File: src/rtl/shift_add_multiplier_pkg.sv
// mult_pkg: shared types and sizing for the shift_add_multiplier slice.
// Holds the controller state encoding, the verified operand width and the
// iteration counter width derived from it.
package mult_pkg;

   typedef enum logic [1:0] {
      IDLE,
      RUN,
      DONE
   } state_t;

   localparam int MULT_W = 8;
   localparam int CNT_W  = $clog2(MULT_W) + 1;

endpackage

File: src/rtl/shift_add_multiplier_if.sv
// shift_add_multiplier_if: operand/product handshake bundle.
// master = requester/consumer side, slave = multiplier.
// Optional: MULT_OVF_EN adds the ovf signal.
interface shift_add_multiplier_if
   import mult_pkg::*;
#(
   parameter int WIDTH = MULT_W
) ();

   logic               in_valid;
   logic               in_ready;
   logic [WIDTH-1:0]   a;
   logic [WIDTH-1:0]   b;
   logic               out_valid;
   logic               out_ready;
   logic [2*WIDTH-1:0] product;
   logic               busy;
`ifdef MULT_OVF_EN
   logic               ovf;
`endif

   modport master (
      output in_valid, a, b, out_ready,
      input  in_ready, out_valid, product, busy
`ifdef MULT_OVF_EN
      , input ovf
`endif
   );

   modport slave (
      input  in_valid, a, b, out_ready,
      output in_ready, out_valid, product, busy
`ifdef MULT_OVF_EN
      , output ovf
`endif
   );

endinterface

File: src/rtl/shift_add_multiplier_adder.sv
// full_adder / ripple_adder_w: the team's WIDTH-bit ripple-carry adder,
// built from single-bit full adder cells, with carry-in and carry-out.

module full_adder (
   input  logic i_a,
   input  logic i_b,
   input  logic i_cin,
   output logic o_sum,
   output logic o_cout
);
   assign o_sum  = i_a ^ i_b ^ i_cin;
   assign o_cout = (i_a & i_b) | (i_cin & (i_a ^ i_b));
endmodule

module ripple_adder_w #(
   parameter int WIDTH = 8
) (
   input  logic [WIDTH-1:0] i_a,
   input  logic [WIDTH-1:0] i_b,
   input  logic             i_cin,
   output logic [WIDTH-1:0] o_sum,
   output logic             o_cout
);
   logic [WIDTH:0] w_carry;

   assign w_carry[0] = i_cin;
   assign o_cout     = w_carry[WIDTH];

   for (genvar gi = 0; gi < WIDTH; gi++) begin : g_bit
      full_adder u_fa (
         .i_a    (i_a[gi]),
         .i_b    (i_b[gi]),
         .i_cin  (w_carry[gi]),
         .o_sum  (o_sum[gi]),
         .o_cout (w_carry[gi+1])
      );
   end
endmodule

File: src/rtl/shift_add_multiplier.sv
// shift_add_multiplier: multi-cycle unsigned WIDTH x WIDTH multiplier that
// reuses one ripple-carry adder over WIDTH shift-and-add iterations.
// Accept -> WIDTH RUN cycles -> DONE holds the product until consumed.
// Optional: define MULT_OVF_EN for a registered ovf output (upper half != 0).
module shift_add_multiplier
   import mult_pkg::*;
#(
   parameter int WIDTH = MULT_W
) (
   input logic                   clk,
   input logic                   rst,
   shift_add_multiplier_if.slave bus
);

   // Counter must reach WIDTH-1; the package width covers the verified size.
   localparam int CW = (WIDTH == MULT_W) ? CNT_W : $clog2(WIDTH) + 1;

   state_t             r_state;
   logic [WIDTH-1:0]   r_m;
   logic [WIDTH-1:0]   r_acc;
   logic [WIDTH-1:0]   r_q;
   logic [CW-1:0]      r_cnt;
   logic               r_in_ready;
   logic               r_out_valid;
   logic               r_busy;
   logic [2*WIDTH-1:0] r_product;
`ifdef MULT_OVF_EN
   logic               r_ovf;
`endif

   logic [WIDTH-1:0]   w_sum;
   logic               w_cout;
   logic [WIDTH-1:0]   w_acc_nxt;
   logic [WIDTH-1:0]   w_q_nxt;

   // Single shared adder: acc + m, carry-in tied low.
   ripple_adder_w #(.WIDTH(WIDTH)) u_adder (
      .i_a    (r_acc),
      .i_b    (r_m),
      .i_cin  (1'b0),
      .o_sum  (w_sum),
      .o_cout (w_cout)
   );

   // One shift-and-add step: add m when q[0] is set, then shift {acc,q} right,
   // with the adder carry-out becoming the new acc MSB so nothing is lost.
   always_comb begin
      w_acc_nxt = {1'b0, r_acc[WIDTH-1:1]};
      w_q_nxt   = {r_acc[0], r_q[WIDTH-1:1]};
      if (r_q[0]) begin
         w_acc_nxt = {w_cout, w_sum[WIDTH-1:1]};
         w_q_nxt   = {w_sum[0], r_q[WIDTH-1:1]};
      end
   end

   // Controller FSM with registered handshake outputs; product is captured
   // only on DONE entry so partial sums never reach the port.
   always_ff @(posedge clk or posedge rst) begin
      if (rst) begin
         r_state     <= IDLE;
         r_m         <= '0;
         r_acc       <= '0;
         r_q         <= '0;
         r_cnt       <= '0;
         r_in_ready  <= 1'b1;
         r_out_valid <= 1'b0;
         r_busy      <= 1'b0;
         r_product   <= '0;
`ifdef MULT_OVF_EN
         r_ovf       <= 1'b0;
`endif
      end else begin
         case (r_state)
            IDLE: begin
               if (bus.in_valid) begin
                  r_m        <= bus.a;
                  r_q        <= bus.b;
                  r_acc      <= '0;
                  r_cnt      <= '0;
                  r_in_ready <= 1'b0;
                  r_busy     <= 1'b1;
                  r_state    <= RUN;
               end
            end
            RUN: begin
               r_acc <= w_acc_nxt;
               r_q   <= w_q_nxt;
               r_cnt <= r_cnt + 1'b1;
               if (r_cnt == CW'(WIDTH - 1)) begin
                  r_product   <= {w_acc_nxt, w_q_nxt};
                  r_out_valid <= 1'b1;
`ifdef MULT_OVF_EN
                  r_ovf       <= (w_acc_nxt != '0);
`endif
                  r_state     <= DONE;
               end
            end
            DONE: begin
               if (bus.out_ready) begin
                  r_out_valid <= 1'b0;
                  r_busy      <= 1'b0;
                  r_in_ready  <= 1'b1;
                  r_state     <= IDLE;
               end
            end
            default: begin
               r_state     <= IDLE;
               r_in_ready  <= 1'b1;
               r_out_valid <= 1'b0;
               r_busy      <= 1'b0;
            end
         endcase
      end
   end

   assign bus.in_ready  = r_in_ready;
   assign bus.out_valid = r_out_valid;
   assign bus.busy      = r_busy;
   assign bus.product   = r_product;
`ifdef MULT_OVF_EN
   assign bus.ovf       = r_ovf;
`endif

endmodule

File: src/flat_wrapper.sv
// flat-port wrapper written by rule: the top's interface ports become plain ports
module shift_add_multiplier_flat import mult_pkg::*;
#(
   parameter int WIDTH = MULT_W
)
  (clk, rst, bus_in_valid, bus_a, bus_b, bus_out_ready, bus_in_ready, bus_out_valid, bus_product, bus_busy);
  shift_add_multiplier_if #(.WIDTH(WIDTH)) bus_i ();
  input logic clk;
  input logic rst;
  input wire logic [$bits(bus_i.in_valid)-1:0] bus_in_valid;
  input wire logic [$bits(bus_i.a)-1:0] bus_a;
  input wire logic [$bits(bus_i.b)-1:0] bus_b;
  input wire logic [$bits(bus_i.out_ready)-1:0] bus_out_ready;
  output wire logic [$bits(bus_i.in_ready)-1:0] bus_in_ready;
  output wire logic [$bits(bus_i.out_valid)-1:0] bus_out_valid;
  output wire logic [$bits(bus_i.product)-1:0] bus_product;
  output wire logic [$bits(bus_i.busy)-1:0] bus_busy;
  assign bus_i.in_valid = bus_in_valid;
  assign bus_i.a = bus_a;
  assign bus_i.b = bus_b;
  assign bus_i.out_ready = bus_out_ready;
  assign bus_in_ready = bus_i.in_ready;
  assign bus_out_valid = bus_i.out_valid;
  assign bus_product = bus_i.product;
  assign bus_busy = bus_i.busy;
  shift_add_multiplier #(.WIDTH(WIDTH)) u_core (.clk(clk), .rst(rst), .bus(bus_i));
endmodule
File: config.mk
export PLATFORM = sky130hd
export DESIGN_NAME = shift_add_multiplier_flat
export DESIGN_NICKNAME = d
export VERILOG_FILES = /design/src/rtl/shift_add_multiplier_pkg.sv /design/src/rtl/shift_add_multiplier_if.sv /design/src/rtl/shift_add_multiplier_adder.sv /design/src/rtl/shift_add_multiplier.sv /design/src/flat_wrapper.sv
export SDC_FILE = /design/constraint.sdc
export NUM_CORES = 1
export LEC_CHECK = 0
export CAP_MARGIN = 10
export CORE_ASPECT_RATIO = 1.5
export CORE_MARGIN = 1.5
export CORE_UTILIZATION = 35
export DETAILED_ROUTE_END_ITERATION = 10
export PLACE_DENSITY = 0.6
export SLEW_MARGIN = 20
export SYNTH_ARGS = -nofsm -noshare
export SYNTH_HDL_FRONTEND = slang
export SYNTH_HIERARCHICAL = 1
export SYNTH_SLANG_ARGS = --single-unit
File: constraint.sdc
create_clock -name clk -period 4.4 [get_ports clk]
set_input_delay 0.44 -clock clk [delete_from_list [all_inputs] [get_ports clk]]
set_output_delay 0.44 -clock clk [all_outputs]
set_load 0.01 [all_outputs]
# Word-level counts from Yosys, hierarchy flattened
# Index checks and enable logic that the tools add are counted.
dict set report word_totals {
  reg_bits 49
  inputBits 20
  out_inout_bits 19
  elab_cells 83
}
dict set report op_classes {
  bitwise 39
  n_eq_ne 6
  addsub 1
  n_mux 20
  reduce_logical 8
}
# operator n
set op_table {}
lappend op_table {{$mux 8} 4}
lappend op_table {{$pmux 8 s2} 2}
lappend op_table {{$and 1x1->1} 15}
lappend op_table {{$xor 1x1->1} 15}
lappend op_table {{$pmux 1 s3} 3}
lappend op_table {{$reduce_and 3->1} 3}
lappend op_table {{$pmux 4 s2} 1}
lappend op_table {{$or 1x1->1} 7}
lappend op_table {{$mux 2} 3}
lappend op_table {{$pmux 2 s3} 1}
lappend op_table {{$reduce_and 2->1} 3}
lappend op_table {{$mux 1} 5}
lappend op_table {{$add 4x1->4 const B} 1}
lappend op_table {{$eq 4x3->1 const B} 1}
lappend op_table {{$mux 4} 1}
lappend op_table {{$ne 2x2->1 const B} 2}
lappend op_table {{$eq 2x1->1 const B} 1}
lappend op_table {{$eq 2x2->1 const B} 1}
lappend op_table {{$logic_not 2->1} 1}
lappend op_table {{$ne 2x1->1 const B} 1}
lappend op_table {{$not 1->1} 2}
lappend op_table {{$reduce_bool 2->1} 1}

# Logic depth before layout (Yosys ltp)
dict set report logic_depth {
  depth_word 17
  ltp_mapped 10
  mapped_depth_nobuf 10
}

# Modules after synthesis
# Netlist, hierarchy kept.
# module cells_per_inst area_each_um2 n_inst
set modules_own_cells {}
lappend modules_own_cells {shift_add_multiplier 180 2122.0 1}
lappend modules_own_cells {full_adder 1 20.0 8}

# Worst setup path after synthesis
# OpenSTA, ideal clock, no wires.
dict set report synth_timing {
  path_kind {reg-to-reg}
  startpoint {register u_core.r_acc[0]}
  endpoint {register u_core.r_product[15] (netlist: u_core/bus.product[15])}
  stages_incl_launch_ff 11
  slack_ps 426
  arrival_ps 3850
  n_path_buf 0
  cell_sequence {dfrtp_1 > fa_1 > fa_1 > fa_1 > fa_1 > fa_1 > fa_1 > fa_1 > fa_1 > and2_1 > mux2_2}
}
dict set report synth_between {
  elab_chain_cells 16
}
# element line_no
set synth_lines {}
lappend synth_lines {{start, declared} shift_add_multiplier.sv:20} ;# logic [WIDTH-1:0] r_acc;
lappend synth_lines {{start signal, assigned} shift_add_multiplier.sv:86} ;# r_acc <= w_acc_nxt;
lappend synth_lines {{$and 1x1->1} shift_add_multiplier_adder.sv:12} ;# assign o_cout = (i_a & i_b) | (i_cin & (i_a ^ i_b));
lappend synth_lines {{net u_core.u_adder.w_carry[1]} shift_add_multiplier_adder.sv:24} ;# logic [WIDTH:0] w_carry;
lappend synth_lines {{$and 1x1->1} shift_add_multiplier_adder.sv:12}
lappend synth_lines {{$or 1x1->1} shift_add_multiplier_adder.sv:12}
lappend synth_lines {{net u_core.u_adder.w_carry[2]} shift_add_multiplier_adder.sv:24}
lappend synth_lines {{$and 1x1->1} shift_add_multiplier_adder.sv:12}
lappend synth_lines {{$or 1x1->1} shift_add_multiplier_adder.sv:12}
lappend synth_lines {{net u_core.u_adder.w_carry[3]} shift_add_multiplier_adder.sv:24}
lappend synth_lines {{(+2 left out)} --}
lappend synth_lines {{net u_core.u_adder.w_carry[4]} shift_add_multiplier_adder.sv:24}
lappend synth_lines {{(+2 left out)} --}
lappend synth_lines {{net u_core.u_adder.w_carry[5]} shift_add_multiplier_adder.sv:24}
lappend synth_lines {{(+2 left out)} --}
lappend synth_lines {{net u_core.u_adder.w_carry[6]} shift_add_multiplier_adder.sv:24}
lappend synth_lines {{$and 1x1->1} shift_add_multiplier_adder.sv:12}
lappend synth_lines {{$or 1x1->1} shift_add_multiplier_adder.sv:12}
lappend synth_lines {{net u_core.u_adder.w_carry[7]} shift_add_multiplier_adder.sv:24}
lappend synth_lines {{$and 1x1->1} shift_add_multiplier_adder.sv:12}
lappend synth_lines {{$or 1x1->1} shift_add_multiplier_adder.sv:12}
lappend synth_lines {{net u_core.w_cout} shift_add_multiplier.sv:32} ;# logic w_cout;
lappend synth_lines {{$mux 8} shift_add_multiplier.sv:50} ;# if (r_q[0]) begin
lappend synth_lines {{end signal, assigned} shift_add_multiplier.sv:90} ;# r_product <= {w_acc_nxt, w_q_nxt};
lappend synth_lines {{end, declared} shift_add_multiplier.sv:26} ;# logic [2*WIDTH-1:0] r_product;
# The timed path passes the listed nets, and every way through them passes these cells.
# A chain may end at the register's enable or synchronous reset.

# Worst setup path in the final report
# Same ends and word-level chain as after synthesis.

==> flow_metrics.py <==
metrics = {
    "logic_synthesis": {
        "async_flop_share_pct": 100,
        "post-synth-top-area-fraction_pct": 52.6,
        "ys_dominant_reg_cell": "dfrtp_1",
        "synth.largest_area_cell": "dfrtp_1",
        "synth_seq_cells": 49,
        "synthTopCellsByArea": "dfrtp_1 53%, mux2_2 8.9%, fa_1 7.0%, mux2i_1 6.1%, nand2_1 3.3%",
        "yosys_warnings": 6,
        "syn-cell-area_um2": 2280,
        "synth_cell_types": 31,
        "yosysMostFrequentCell": "dfrtp_1",
        "synth_commonest_cells": "48 x dfrtp_1, 20 x nand2_1, 18 x mux2_2, 14 x mux2i_1",
        "synth.avg_cell_area_um2": 12.1,
        "synth_cells": 188,
        "synth-seq-area-share_pct": 53.8,
        "synth_nets": 217,
        "synth-edff-count": 0,
    },
    "timing": {
        "rsz0062_at_grt": "no",
        "report.final.slew_viol_count": 0,
        "fmax_mhz": 241,
        "worst_slack_ps": 253,
        "fin_crit_sh_pct": 94.2,
        "skew_ps": 14.9,
        "hold_violations": 0,
        "fin_crit_ps": 4150,
        "finalSetupViolCount": 0,
        "fin_tns_setup_ps": 0,
        "relSlewSlack_pct": 28.1,
        "tightestPinTransition_ps": 1070,
    },
    "setup_path": {
        "ff2ff_setup_slack_ps": 250,
        "start_kind": "flop",
        "reg2reg_depth": 10,
        "critPathKind": "flop to flop",
        "end_kind": "flop",
        "r2r-end": "u_core/bus.product[15]",
        "crit_start": "u_core/r_acc[0]",
        "worst_ep_arrival_time_ps": 4330,
        "crit_fanout": 3,
        "required_ps": 4580,
        "r2r-start": "u_core/r_acc[0]",
    },
    "routing": {
        "drt_wl_total_mm": 4.39,
        "vias": 1487,
        "drt_iter0_drc": 91,
        "post_drt_wl_per_cell_um": 14.7,
        "drc": 0,
        "via_per_inst": 4.97,
        "antenna_left": 0,
        "first_pass_iters": 4,
    },
    "floorplan": {
        "die_h_um": 102,
        "die_width_um": 68.9,
        "die_area_um2": 7020,
        "rows": 35,
        "coreArea_um2": 6220,
        "pin_count": 39,
        "start_util_pct": 36.7,
    },
    "finish": {
        "fin_area_um2": 2800,
        "final_cells": 299,
        "drive_above_1_share_pct": 14.2,
        "layout.nets": 253,
        "n_antenna_cell": 0,
        "area_growth_pct": 22.7,
    },
    "grt": {
        "grt_pass1_wl_mm": 7.52,
        "grt_pass1_vias": 1571,
        "grt_overflow": 0,
        "track_usage_pct": 14.2,
        "antenna_found_initial": 0,
        "grt_max_degree": 50,
    },
    "min_path": {
        "hold_path.class": "flop to flop",
        "hp-start": "u_core/bus.out_valid",
        "hold_end": "u_core/bus.out_valid",
        "hold_depth": 1,
    },
    "pwr": {
        "leakagePower_uw": 0.00120,
        "p_total_uw": 1970,
        "powerDensity_nw_per_um2": 702,
        "peakVddDrop_mv": 0.328,
    },
    "placement": {
        "port_buffers": 38,
        "place.gp.congestion": 0.721,
        "dp_slack_ps": 247,
        "hpwl_mm": 2.93,
        "place_inst": 291,
        "placed_cell_area_um2": 2710,
    },
    "clocking": {
        "cts_tree": "done",
        "ctsResizeCount": 0,
        "post_cts_buffers": 0,
        "cts.clk_slew.worst_paths_ps": 100,
        "cts.path.max_buffers": 2,
        "holdBufCountCts": 0,
        "htree_levels": 2,
        "numCtsBuffers": 5,
        "insertion_delay_ps": 300,
        "clk_root_buffer_cell": "clkbuf_8",
        "clkSinkCount": 49,
    },
    "outcome": {
        "status": "completed",
    },
    "run": {
        "maxCapViolations": 0,
    },
}
==> worst max path at each step <==
stage	slack (ps)	endpoint	cells past startpoint
floorplan	430	u_core/bus.product[15]	10
global placement	350	u_core/bus.product[15]	10
detailed placement	250	u_core/bus.product[15]	10
CTS	220	u_core/bus.product[15]	10
global route	100	u_core/bus.product[15]	10
finish	250	u_core/bus.product[15]	10
==> registers in the layout, indices dropped and copies added (netlist names) <==
register	flops
u_core/r_acc	8
u_core/bus.out_valid	1
u_core/r_m	8
u_core/bus.in_ready	1
u_core/r_state	2
u_core/r_q	8
u_core/r_cnt	4
u_core/bus.busy	1
u_core/bus.product	16
==> worst max-delay path: stages (launching register included) <==
cell,delay [ps]
dfrtp_1,420
fa_1,440
fa_1,400
fa_1,400
fa_1,390
fa_1,390
fa_1,390
fa_1,410
fa_1,370
and2_1,170
mux2_2,260
==> power by group <==
part	leakage [uW]	internal (uW)	switching [uW]
combinational	0.000557	470	368
sequential	0.000597	668	198
clock	0.0000439	110	151
==> placed cells by master, fill, tap and decap left out, types with 4 or more instances in the layout <==
cell type and instances:
mux2i_1 14, nor2_1 5, mux2_2 18, clkbuf_8 5, fa_1 8, clkdlybuf4s50_1 38
inv_1 10, nor2b_1 4, o21ai_0 11, o22ai_1 8, nand2_1 20, a21oi_1 6
and3b_1 4, dfrtp_1 48
==> cells by family after synthesis <==
family / synth area share (%)
buffers and inverters: 4.00
DFF: 53.8
muxes: 15.5
adders and majority gates: 7.57
other: 0.164
AOI/OAI and AO/OA: 9.76
and+or+nand+nor: 9.21
==> final cells by class <==
cell class                 instances  area (um^2)
multi-input combinational        118          963
clock buffer                       5         68.8
clock inverter                     3         17.5
sequential                        49         1230
fill                             614         3420
inverter                          11         42.5
tap                               74         92.6
timing repair buffer              39          388
==> per-stage QoR <==
step / hold slack, ps / utilization, %
2_1_floorplan: 466 / -
3_3_place_gp: 475 / 43.6
3_5_place_dp: 482 / 43.6
4_1_cts: 505 / 45.0
5_1_grt: 524 / 45.0
6_report: 497 / 45.0
==> layer usage <==
layer | global-route usage, % | vias up | share of wire [%]
met5 | 0 | - | 0
met4 | 4.52 | 0 | 0.82
met3 | 2.97 | 4 | 3.7
met2 | 24.1 | 30 | 52
met1 | 17.8 | 738 | 43
li1 | - | 715 | -
Power figures use the tool's default switching activity.
